### src/rtl/dpdm_pkg.sv
// ---------------------------------------------------------------------------
// dpdm_pkg
// Shared definitions for the device-side DP/DM line interface.
//   line_t         : bus line states, encoded as {dp, dm}
//   SYNC_IS_K      : SYNC pattern K J K J K J K K, bit i set when symbol i is K
//   sync_sym()     : SYNC symbol for a given position
//   EOP_SE0_CYCLES : SE0 cycles in a transmitted / required in a received EOP
//   state_t        : line interface FSM states
// ---------------------------------------------------------------------------
package dpdm_pkg;

    typedef enum logic [1:0] {
        LS_SE0 = 2'b00,
        LS_K   = 2'b01,
        LS_J   = 2'b10,
        LS_SE1 = 2'b11
    } line_t;

    // Symbol order on the wire is bit 0 first: K J K J K J K K
    localparam logic [7:0] SYNC_IS_K = 8'b1101_0101;

    localparam int EOP_SE0_CYCLES = 2;

    typedef enum logic [2:0] {
        ST_IDLE,
        ST_RX_DATA,
        ST_RX_EOP,
        ST_TX_SYNC,
        ST_TX_DATA,
        ST_TX_EOP,
        ST_TX_J
    } state_t;

    function automatic line_t sync_sym(input logic [2:0] idx);
        return SYNC_IS_K[idx] ? LS_K : LS_J;
    endfunction

endpackage

### src/rtl/dev_dpdm_sync_det.sv
// ---------------------------------------------------------------------------
// dev_dpdm_sync_det
// Tracks how much of the SYNC pattern has been seen on the host lines.
// Any symbol that does not continue the pattern restarts the search at 0.
//   clk, rst_b        : clock, asynchronous active-low reset
//   clear_i           : force the match count to 0 (not idle / TX accepted)
//   line_i            : current line state from the host
//   sync_detected_o   : eighth consecutive matching symbol seen this cycle
// ---------------------------------------------------------------------------
import dpdm_pkg::*;

module dev_dpdm_sync_det (
    input  logic  clk,
    input  logic  rst_b,
    input  logic  clear_i,
    input  line_t line_i,
    output logic  sync_detected_o
);

    logic [2:0] cnt_q;
    logic [2:0] cnt_d;
    logic       match;

    assign match           = (line_i == sync_sym(cnt_q));
    assign sync_detected_o = !clear_i && match && (cnt_q == 3'd7);

    // Advance on a matching symbol; the count wraps to 0 after the last one
    always_comb begin
        cnt_d = cnt_q;
        if (clear_i || !match) begin
            cnt_d = 3'd0;
        end else begin
            cnt_d = cnt_q + 3'd1;
        end
    end

    always_ff @(posedge clk or negedge rst_b) begin
        if (!rst_b) begin
            cnt_q <= 3'd0;
        end else begin
            cnt_q <= cnt_d;
        end
    end

endmodule

### src/rtl/dev_dpdm.sv
// ---------------------------------------------------------------------------
// dev_dpdm
// Device-end DP/DM line interface. RX: finds host SYNC, streams packet bits
// and checks the EOP. TX: sends SYNC, tx_len data bits, 2x SE0 and one J.
// Ports:
//   clk, rst_b              : clock (one bit per cycle), async active-low reset
//   dp_in, dm_in            : host line state
//   dp_out, dm_out, oe      : device line drive and bus ownership
//   rx_bit, rx_valid        : received bit (= dp_in) and its qualifier
//   rx_done, rx_err         : good EOP / bad EOP, SE1 or timeout pulses
//   tx_start, tx_len        : send request and bit count (IDLE only)
//   tx_bit, tx_bit_req      : data bit consumed when tx_bit_req is high
//   tx_busy, tx_done        : transmitting / final J cycle pulse
// Configuration:
//   DEV_DPDM_RX_TIMEOUT_EN  : abort RX after MAX_RX_BITS bits without SE0
// LEN_W must be at least 3 (the SYNC position shares the TX counter).
// ---------------------------------------------------------------------------
import dpdm_pkg::*;

module dev_dpdm #(
    parameter int LEN_W       = 7,
    parameter int MAX_RX_BITS = 100
) (
    input  logic             clk,
    input  logic             rst_b,
    input  logic             dp_in,
    input  logic             dm_in,
    output logic             dp_out,
    output logic             dm_out,
    output logic             oe,
    output logic             rx_bit,
    output logic             rx_valid,
    output logic             rx_done,
    output logic             rx_err,
    input  logic             tx_start,
    input  logic [LEN_W-1:0] tx_len,
    input  logic             tx_bit,
    output logic             tx_bit_req,
    output logic             tx_busy,
    output logic             tx_done
);

    state_t           state_q, state_d;
    logic [LEN_W-1:0] txCnt_q, txCnt_d;
    logic [LEN_W-1:0] txLen_q, txLen_d;
    logic [1:0]       se0Cnt_q, se0Cnt_d;
    line_t            lineIn;
    logic             txAccept;
    logic             syncDetected;
    logic             rxTimeout;

    assign lineIn   = line_t'({dp_in, dm_in});
    assign rx_bit   = dp_in;
    assign txAccept = (state_q == ST_IDLE) && tx_start && (tx_len != '0);

    // A transmit request restarts the SYNC search, as does leaving IDLE
    dev_dpdm_sync_det u_sync_det (
        .clk             (clk),
        .rst_b           (rst_b),
        .clear_i         ((state_q != ST_IDLE) || txAccept),
        .line_i          (lineIn),
        .sync_detected_o (syncDetected)
    );

`ifdef DEV_DPDM_RX_TIMEOUT_EN
    localparam int RXB_W = $clog2(MAX_RX_BITS + 1);

    logic [RXB_W-1:0] rxBits_q, rxBits_d;

    // The next J/K after MAX_RX_BITS valid bits is the timeout cycle
    assign rxTimeout = (rxBits_q == RXB_W'(MAX_RX_BITS));

    always_comb begin
        rxBits_d = rxBits_q;
        if (state_q != ST_RX_DATA) begin
            rxBits_d = '0;
        end else if (rx_valid) begin
            rxBits_d = rxBits_q + RXB_W'(1);
        end
    end

    always_ff @(posedge clk or negedge rst_b) begin
        if (!rst_b) begin
            rxBits_q <= '0;
        end else begin
            rxBits_q <= rxBits_d;
        end
    end
`else
    logic unused_maxRxBits;
    assign unused_maxRxBits = ^MAX_RX_BITS;
    assign rxTimeout        = 1'b0;
`endif

    // Next state and all line/handshake outputs; idle drives J with oe low
    always_comb begin
        state_d    = state_q;
        txCnt_d    = txCnt_q;
        txLen_d    = txLen_q;
        se0Cnt_d   = se0Cnt_q;
        dp_out     = 1'b1;
        dm_out     = 1'b0;
        oe         = 1'b0;
        rx_valid   = 1'b0;
        rx_done    = 1'b0;
        rx_err     = 1'b0;
        tx_bit_req = 1'b0;
        tx_busy    = 1'b0;
        tx_done    = 1'b0;

        case (state_q)
            ST_IDLE: begin
                txCnt_d = '0;
                if (txAccept) begin
                    txLen_d = tx_len;
                    state_d = ST_TX_SYNC;
                end else if (syncDetected) begin
                    state_d = ST_RX_DATA;
                end
            end

            ST_RX_DATA: begin
                case (lineIn)
                    LS_J, LS_K: begin
                        if (rxTimeout) begin
                            rx_err  = 1'b1;
                            state_d = ST_IDLE;
                        end else begin
                            rx_valid = 1'b1;
                        end
                    end
                    LS_SE0: begin
                        se0Cnt_d = 2'd1;
                        state_d  = ST_RX_EOP;
                    end
                    default: begin
                        rx_err  = 1'b1;
                        state_d = ST_IDLE;
                    end
                endcase
            end

            // se0Cnt saturates so an over-long EOP still counts as >= 2
            ST_RX_EOP: begin
                case (lineIn)
                    LS_SE0: begin
                        if (se0Cnt_q != 2'd3) begin
                            se0Cnt_d = se0Cnt_q + 2'd1;
                        end
                    end
                    LS_J: begin
                        if (se0Cnt_q >= 2'(EOP_SE0_CYCLES)) begin
                            rx_done = 1'b1;
                        end else begin
                            rx_err = 1'b1;
                        end
                        state_d = ST_IDLE;
                    end
                    default: begin
                        rx_err  = 1'b1;
                        state_d = ST_IDLE;
                    end
                endcase
            end

            ST_TX_SYNC: begin
                oe               = 1'b1;
                tx_busy          = 1'b1;
                {dp_out, dm_out} = sync_sym(txCnt_q[2:0]);
                if (txCnt_q[2:0] == 3'd7) begin
                    txCnt_d = '0;
                    state_d = ST_TX_DATA;
                end else begin
                    txCnt_d = txCnt_q + LEN_W'(1);
                end
            end

            ST_TX_DATA: begin
                oe         = 1'b1;
                tx_busy    = 1'b1;
                tx_bit_req = 1'b1;
                dp_out     = tx_bit;
                dm_out     = ~tx_bit;
                if (txCnt_q == txLen_q - LEN_W'(1)) begin
                    txCnt_d = '0;
                    state_d = ST_TX_EOP;
                end else begin
                    txCnt_d = txCnt_q + LEN_W'(1);
                end
            end

            ST_TX_EOP: begin
                oe      = 1'b1;
                tx_busy = 1'b1;
                dp_out  = 1'b0;
                dm_out  = 1'b0;
                if (txCnt_q == LEN_W'(EOP_SE0_CYCLES - 1)) begin
                    txCnt_d = '0;
                    state_d = ST_TX_J;
                end else begin
                    txCnt_d = txCnt_q + LEN_W'(1);
                end
            end

            ST_TX_J: begin
                oe      = 1'b1;
                tx_busy = 1'b1;
                tx_done = 1'b1;
                state_d = ST_IDLE;
            end

            default: begin
                state_d = ST_IDLE;
            end
        endcase
    end

    always_ff @(posedge clk or negedge rst_b) begin
        if (!rst_b) begin
            state_q  <= ST_IDLE;
            txCnt_q  <= '0;
            txLen_q  <= '0;
            se0Cnt_q <= '0;
        end else begin
            state_q  <= state_d;
            txCnt_q  <= txCnt_d;
            txLen_q  <= txLen_d;
            se0Cnt_q <= se0Cnt_d;
        end
    end

endmodule

### config.mk
export PLATFORM = sky130hd
export DESIGN_NAME = dev_dpdm
export DESIGN_NICKNAME = d
export VERILOG_FILES = /design/src/rtl/dpdm_pkg.sv /design/src/rtl/dev_dpdm_sync_det.sv /design/src/rtl/dev_dpdm.sv
export SDC_FILE = /design/constraint.sdc
export NUM_CORES = 1
export LEC_CHECK = 0
export CAP_MARGIN = 20
export CORE_MARGIN = 2
export CORE_UTILIZATION = 35
export CTS_CLUSTER_DIAMETER = 30
export CTS_CLUSTER_SIZE = 16
export DETAILED_ROUTE_END_ITERATION = 8
export DONT_BUFFER_PORTS = 1
export SKIP_LAST_GASP = 1
export SLEW_MARGIN = 20
export SYNTH_ARGS = -nofsm -noshare
export SYNTH_HDL_FRONTEND = slang
export SYNTH_HIERARCHICAL = 1
export SYNTH_SLANG_ARGS = --single-unit
### constraint.sdc
create_clock -name clk -period 3.3 [get_ports clk]
set_clock_uncertainty 0.1 [all_clocks]
set_input_delay 0.66 -clock clk [delete_from_list [all_inputs] [get_ports clk]]
set_output_delay 0.66 -clock clk [all_outputs]
set_load 0.02 [all_outputs]
==> reports/metrics.csv, run 1 <==
metric;value;unit
outcome;complete, no violations;
post_drt_wl_per_cell;13.7;um
drv_cap;0;
syn_area_per_cell;9.03;um^2
ys_seq_elements;22;
finalHoldViolCount;0;
drtIter0Drc;56;
grt_pass1_wl;6010;um
post_cts_resized;0;
start_util;36.3;%
core;0.00472;mm^2
htreeDepth;1;
slew_viol_final;0;
cts_buffer_depth;2;
place_congestion;0.769;
grt_remaining_overflow;0;
synth_edf_count;0;
final_common_cell;dfrtp_1;
slew_headroom;59.3;%
place_inst;249;
clock_sinks;22;
final_nets;213;
async_flop_share;100;%
io_pins;23;
via_count;1318;
timing.reg2reg.worst_path_depth;8;
dr.pass1.iters;4;
path_class;flip-flop to output port;
first_global_vias;1311;
track_usage;13.7;%
end_kind;output port;
clkLatencyLatePin;0.26;ns
die_w;74.0;um
place_hpwl;2640;um
grt_start_max_net_pins;23;
vdd_drop_max;0.000122;V
area_delta_synth_final;5.98;%
worst_pin_slew;0.606;ns
finalCritPeriodShare;83.2;%
syn-num-nets;215;
ant_nets;0;
clk_pin_slew;0.08;ns
seq_area_frac_synth;32.1;%
cts_tree;yes;
cts_root_buffer;clkbuf_8;
p_leak;0.000810;uW
viasPerCell;5.19;
required;2.54;ns
critPathLaunchType;flip-flop;
post-route-drc-count;0;
cp_max_fo;11;
place.port_buffers;0;
finalInstanceArea;0.00182;mm^2
antenna_found_initial;0;
synth.distinct_cells;44;
layout_min_cycle_time;2.75;ns
finalSetupTns;0;ns
rsz0062_at_grt;false;
drive_gt1_share;14.4;%
setup_viol;0;
synth_ff_type;dfrtp_1;
crit_arrival;1.99;ns
num_rows;25;
place_area;0.00176;mm^2
timing.fmax;0.364;GHz
routed_wl;3480;um
min_path_type;primary input to async pin;
syn_inst;190;
powerDensity;265;mW/mm^2
layout.cells.non_filler;254;
netlist_area;0.00172;mm^2
final_cell_mix;22 x dfrtp_1, 20 x nand2_1, 18 x nor2_1;
yosys_warnings;6;
cts_buffers;3;
diodes;0;
fp.dieH;74.0;um
die_area;0.00548;mm^2
==> path summary, 6_finish.rpt <==
kind | startpoint | end | slack [ns]
min | rst_b | txCnt_q[6]$_DFFE_PN0P_ | 0.26
max reg2reg | txLen_q[0]$_DFFE_PN0P_ | txCnt_q[4]$_DFFE_PN0P_ | 1.00
min reg2reg | txLen_q[6]$_DFFE_PN0P_ | txLen_q[6]$_DFFE_PN0P_ | 0.43
max | state_q[0]$_DFFE_PN0P_ | dm_out | 0.55
min in group clk | txLen_q[6]$_DFFE_PN0P_ | txLen_q[6]$_DFFE_PN0P_ | 0.43
max in group asynchronous | rst_b | txCnt_q[0]$_DFFE_PN0P_ | 2.49
==> registers in the layout, summed over array words and instances, names as in the netlist <==
name and count:
txLen_q 7, state_q 3, txCnt_q 7, se0Cnt_q 2
u_sync_det/cnt_q 3
==> per-stage QoR <==
stage	util, %	hold WS (ns)	setup slack, ns	total power (uW)
after detailed placement	37.2	0.265	0.553	287
after CTS	38.6	0.436	0.535	490
after floorplan	-	0.264	0.702	287
after global placement	37.2	0.265	0.585	287
final	38.5	0.260	0.555	482
after global routing	38.5	0.293	0.366	506
==> logic make-up (layout without fill, tap and decap cells) <==
group,after synthesis,count (layout),share of synthesized area [%]
buffers and inverters,23,20,5.91
muxes,12,12,8.24
AOI/OAI and AO/OA,40,40,17.0
DFF,22,22,32.1
xor gates and xnor gates,11,11,5.62
and+or+nand+nor,69,69,21.8
adders and majority gates,13,13,9.34
==> synth_stat cells, drive strengths merged (2+ instances only) <==
master	count	area, um^2
o211ai	4	30.0
nor3	5	25.0
or2	2	12.5
a22oi	4	30.0
ha	12	150
nor2b	2	12.5
nand2b	3	18.8
o21ai	15	75.1
xnor2	6	52.6
dfrtp	22	551
xor2	5	43.8
inv	13	48.8
a31oi	3	25.0
nand2	21	81.3
and3	2	12.5
mux2	11	128
nand3	3	15.0
and4bb	4	50.1
a21oi	4	20.0
nor4b	6	52.6
nor2	18	67.6
buf	8	45.0
==> routing by layer <==
metal  wire [um]  vias to the layer above  part of all wire [%]  track usage [%]
met5           0                        -                     0                0
met4          12                        0                  0.34             1.82
met3         126                        2                   3.6             2.03
met2        1650                       22                    48             23.9
met1        1690                      624                    49             18.6
li1            -                      670                     -                -
==> where the power goes <==
part,total (uW),internal (uW),switching [uW],leakage (uW)
clock,195,106,88.9,0.0000288
combinational,17.5,6.50,11.0,0.000504
sequential,269,269,0,0.000277
==> final cells by class <==
type / instances / area (um^2)
Inverter: 14 / 52.6
Fill cell: 482 / 2910
Multi-Input combinational cell: 145 / 1060
Tap cell: 67 / 83.8
Timing Repair Buffer: 2 / 12.5
Sequential cell: 22 / 551
Clock buffer: 4 / 55.1
==> critical path, stage by stage (launching register included) <==
cell	delay (ns)
dfrtp_1	0.53
clkinv_1	0.33
nor2_1	0.26
nand2_1	0.17
o22ai_1	0.44
==> timing repair <==
action	CTS	global route
hold buffers	1	0
buffers inserted	0	0
hold endpoints to repair	22	0
Power figures use the tool's default switching activity.
==> inputs of run 2 (changes only) <==
==> constraint.sdc (replaced) <==
create_clock -name clk -period 2.8 [get_ports clk]
set_clock_uncertainty 0.1 [all_clocks]
set_input_delay 0.56 -clock clk [delete_from_list [all_inputs] [get_ports clk]]
set_output_delay 0.56 -clock clk [all_outputs]
set_load 0.02 [all_outputs]
==> run 2 against run 1 <==
  * Cell area up 2.1%
  * Register-to-register slack worse by 0.49 ns
  * Largest cell class unchanged
  * Hold slack worse by 0.12 ns
  * Utilization up 0.82 points
  * Wire length up 1.3%
  * Critical path type unchanged
  * Non-clock buffer count up 3
  * Total power up 33%
  * Flip-flop and latch count unchanged
  * Combinational power up 18%
  * Critical path depth down 1
==> reports/metrics.csv, run 2 (synthesized netlist as in run 1, its figures left out) <==
metric;value;unit
ant_nets;0;
first_global_vias;1233;
fin_ws;0.390;ns
num_rows;25;
min_path_type;primary input to async pin;
cts_root_buffer;clkbuf_8;
pre_cts_ws;0.244;ns
p_leak;0.000831;uW
slew_viol_final;0;
diodes;0;
track_usage;13.9;%
viasPerCell;5.23;
cts_tree;yes;
die_area;0.00548;mm^2
io_pins;23;
finalHoldViolCount;0;
cts_buffers;3;
vdd_drop_max;0.000296;V
fp.dieH;74.0;um
dr.pass1.iters;4;
htreeDepth;1;
cp_max_fo;14;
critPathLaunchType;flip-flop;
post-route-drc-count;0;
die_w;74.0;um
worst_pin_slew;0.662;ns
slew_headroom;55.5;%
grt_remaining_overflow;0;
whs;0.144;ns
setup_viol;0;
timing.fmax;0.415;GHz
clkLatencyLatePin;0.27;ns
final_common_cell;dfrtp_1;
path_class;flip-flop to output port;
core;0.00472;mm^2
drv_cap;0;
place.port_buffers;0;
cts_buffer_depth;2;
rsz0062_at_grt;false;
place_congestion;0.761;
grt_pass1_wl;5910;um
crit_arrival;1.75;ns
reg_top3;txCnt_q (7), txLen_q (7);
routed_wl;3520;um
place_hpwl;2640;um
final_cell_mix;22 x dfrtp_1, 20 x nand2_1, 18 x nor2_1;
final_nets;216;
layout_min_cycle_time;2.41;ns
powerDensity;344;mW/mm^2
start_util;36.3;%
via_count;1345;
outcome;complete, no violations;
antenna_found_initial;0;
area_delta_synth_final;8.24;%
post_drt_wl_per_cell;13.7;um
end_kind;output port;
drtIter0Drc;55;
grt_start_max_net_pins;23;
n_fill_cell;459;
clock_sinks;22;
required;2.14;ns
drive_gt1_share;15.8;%
finalSetupTns;0;ns
finalCritPeriodShare;86.1;%
postCtsSetupBuffers;0;
clk_pin_slew;0.09;ns
## run 2: cell count changes in the layout (fill, tap and decap cells not counted), sizes merged
cell / delta
clkbuf: -1
bufinv: +1
buf: +3
## run 2: report_power, final
group | leakage (uW) | internal (uW) | switching [uW]
sequential | 0.000277 | 317 | 0
clock | 0.0000357 | 191 | 109
combinational | 0.000518 | 7.69 | 12.9
total | 0.000831 | 516 | 122
## run 2: layout make-up
cell class / instances / area (um^2) / share of cell area [%]
tap: 67 / 83.8 / 4.51
clock inverter: 1 / 30.0 / 1.62
clock buffer: 3 / 41.3 / 2.22
sequential: 22 / 551 / 29.6
inverter: 14 / 52.6 / 2.83
timing repair buffer: 5 / 35.0 / 1.89
multi-input combinational: 145 / 1060 / 57.3
## run 2: through the flow
stage,total power [uW],cells,util (%),cell area [um^2]
3_3_place_gp,338,252,37.7,1780
6_report,639,257,39.3,1860
2_1_floorplan,338,190,-,1720
3_5_place_dp,338,252,37.7,1780
4_1_cts,649,257,39.4,1860
5_1_grt,662,257,39.3,1860
## run 2: worst paths after layout
kind                                        start                endpoint  slack, ns  cells past startpoint
min                                         rst_b  txLen_q[4]$_DFFE_PN0P_       0.14                      1
max reg2reg                txLen_q[0]$_DFFE_PN0P_  txCnt_q[4]$_DFFE_PN0P_       0.51                      8
max                        state_q[1]$_DFFE_PN0P_                  dm_out       0.39                      3
max in group asynchronous                   rst_b  state_q[0]$_DFFE_PN0P_       2.11                      1
min reg2reg                txLen_q[6]$_DFFE_PN0P_  txLen_q[6]$_DFFE_PN0P_       0.44                      1
min in group clk                        tx_len[5]  txLen_q[5]$_DFFE_PN0P_       0.33                      1
## run 2: repair_timing
| item | in CTS | in global routing |
|---|---|---|
| resized for setup | 0 | 0 |
| hold buffers | 1 | 0 |
| endpoints found under the hold margin | 22 | 0 |
## run 2: metal layers
layer / vias to the layer above / global-route usage (%) / routed length [um]
met5: - / 0 / 0
met4: 0 / 4.24 / 42
met3: 4 / 2.71 / 136
met2: 22 / 22.0 / 1670
met1: 644 / 19.4 / 1680
li1: 675 / - / -
## run 2: critical path, cell delays in order, from the launching register on
cell and delay [ns]:
dfrtp_1 0.54, inv_1 0.25, nand3_1 0.22, o22ai_1 0.47
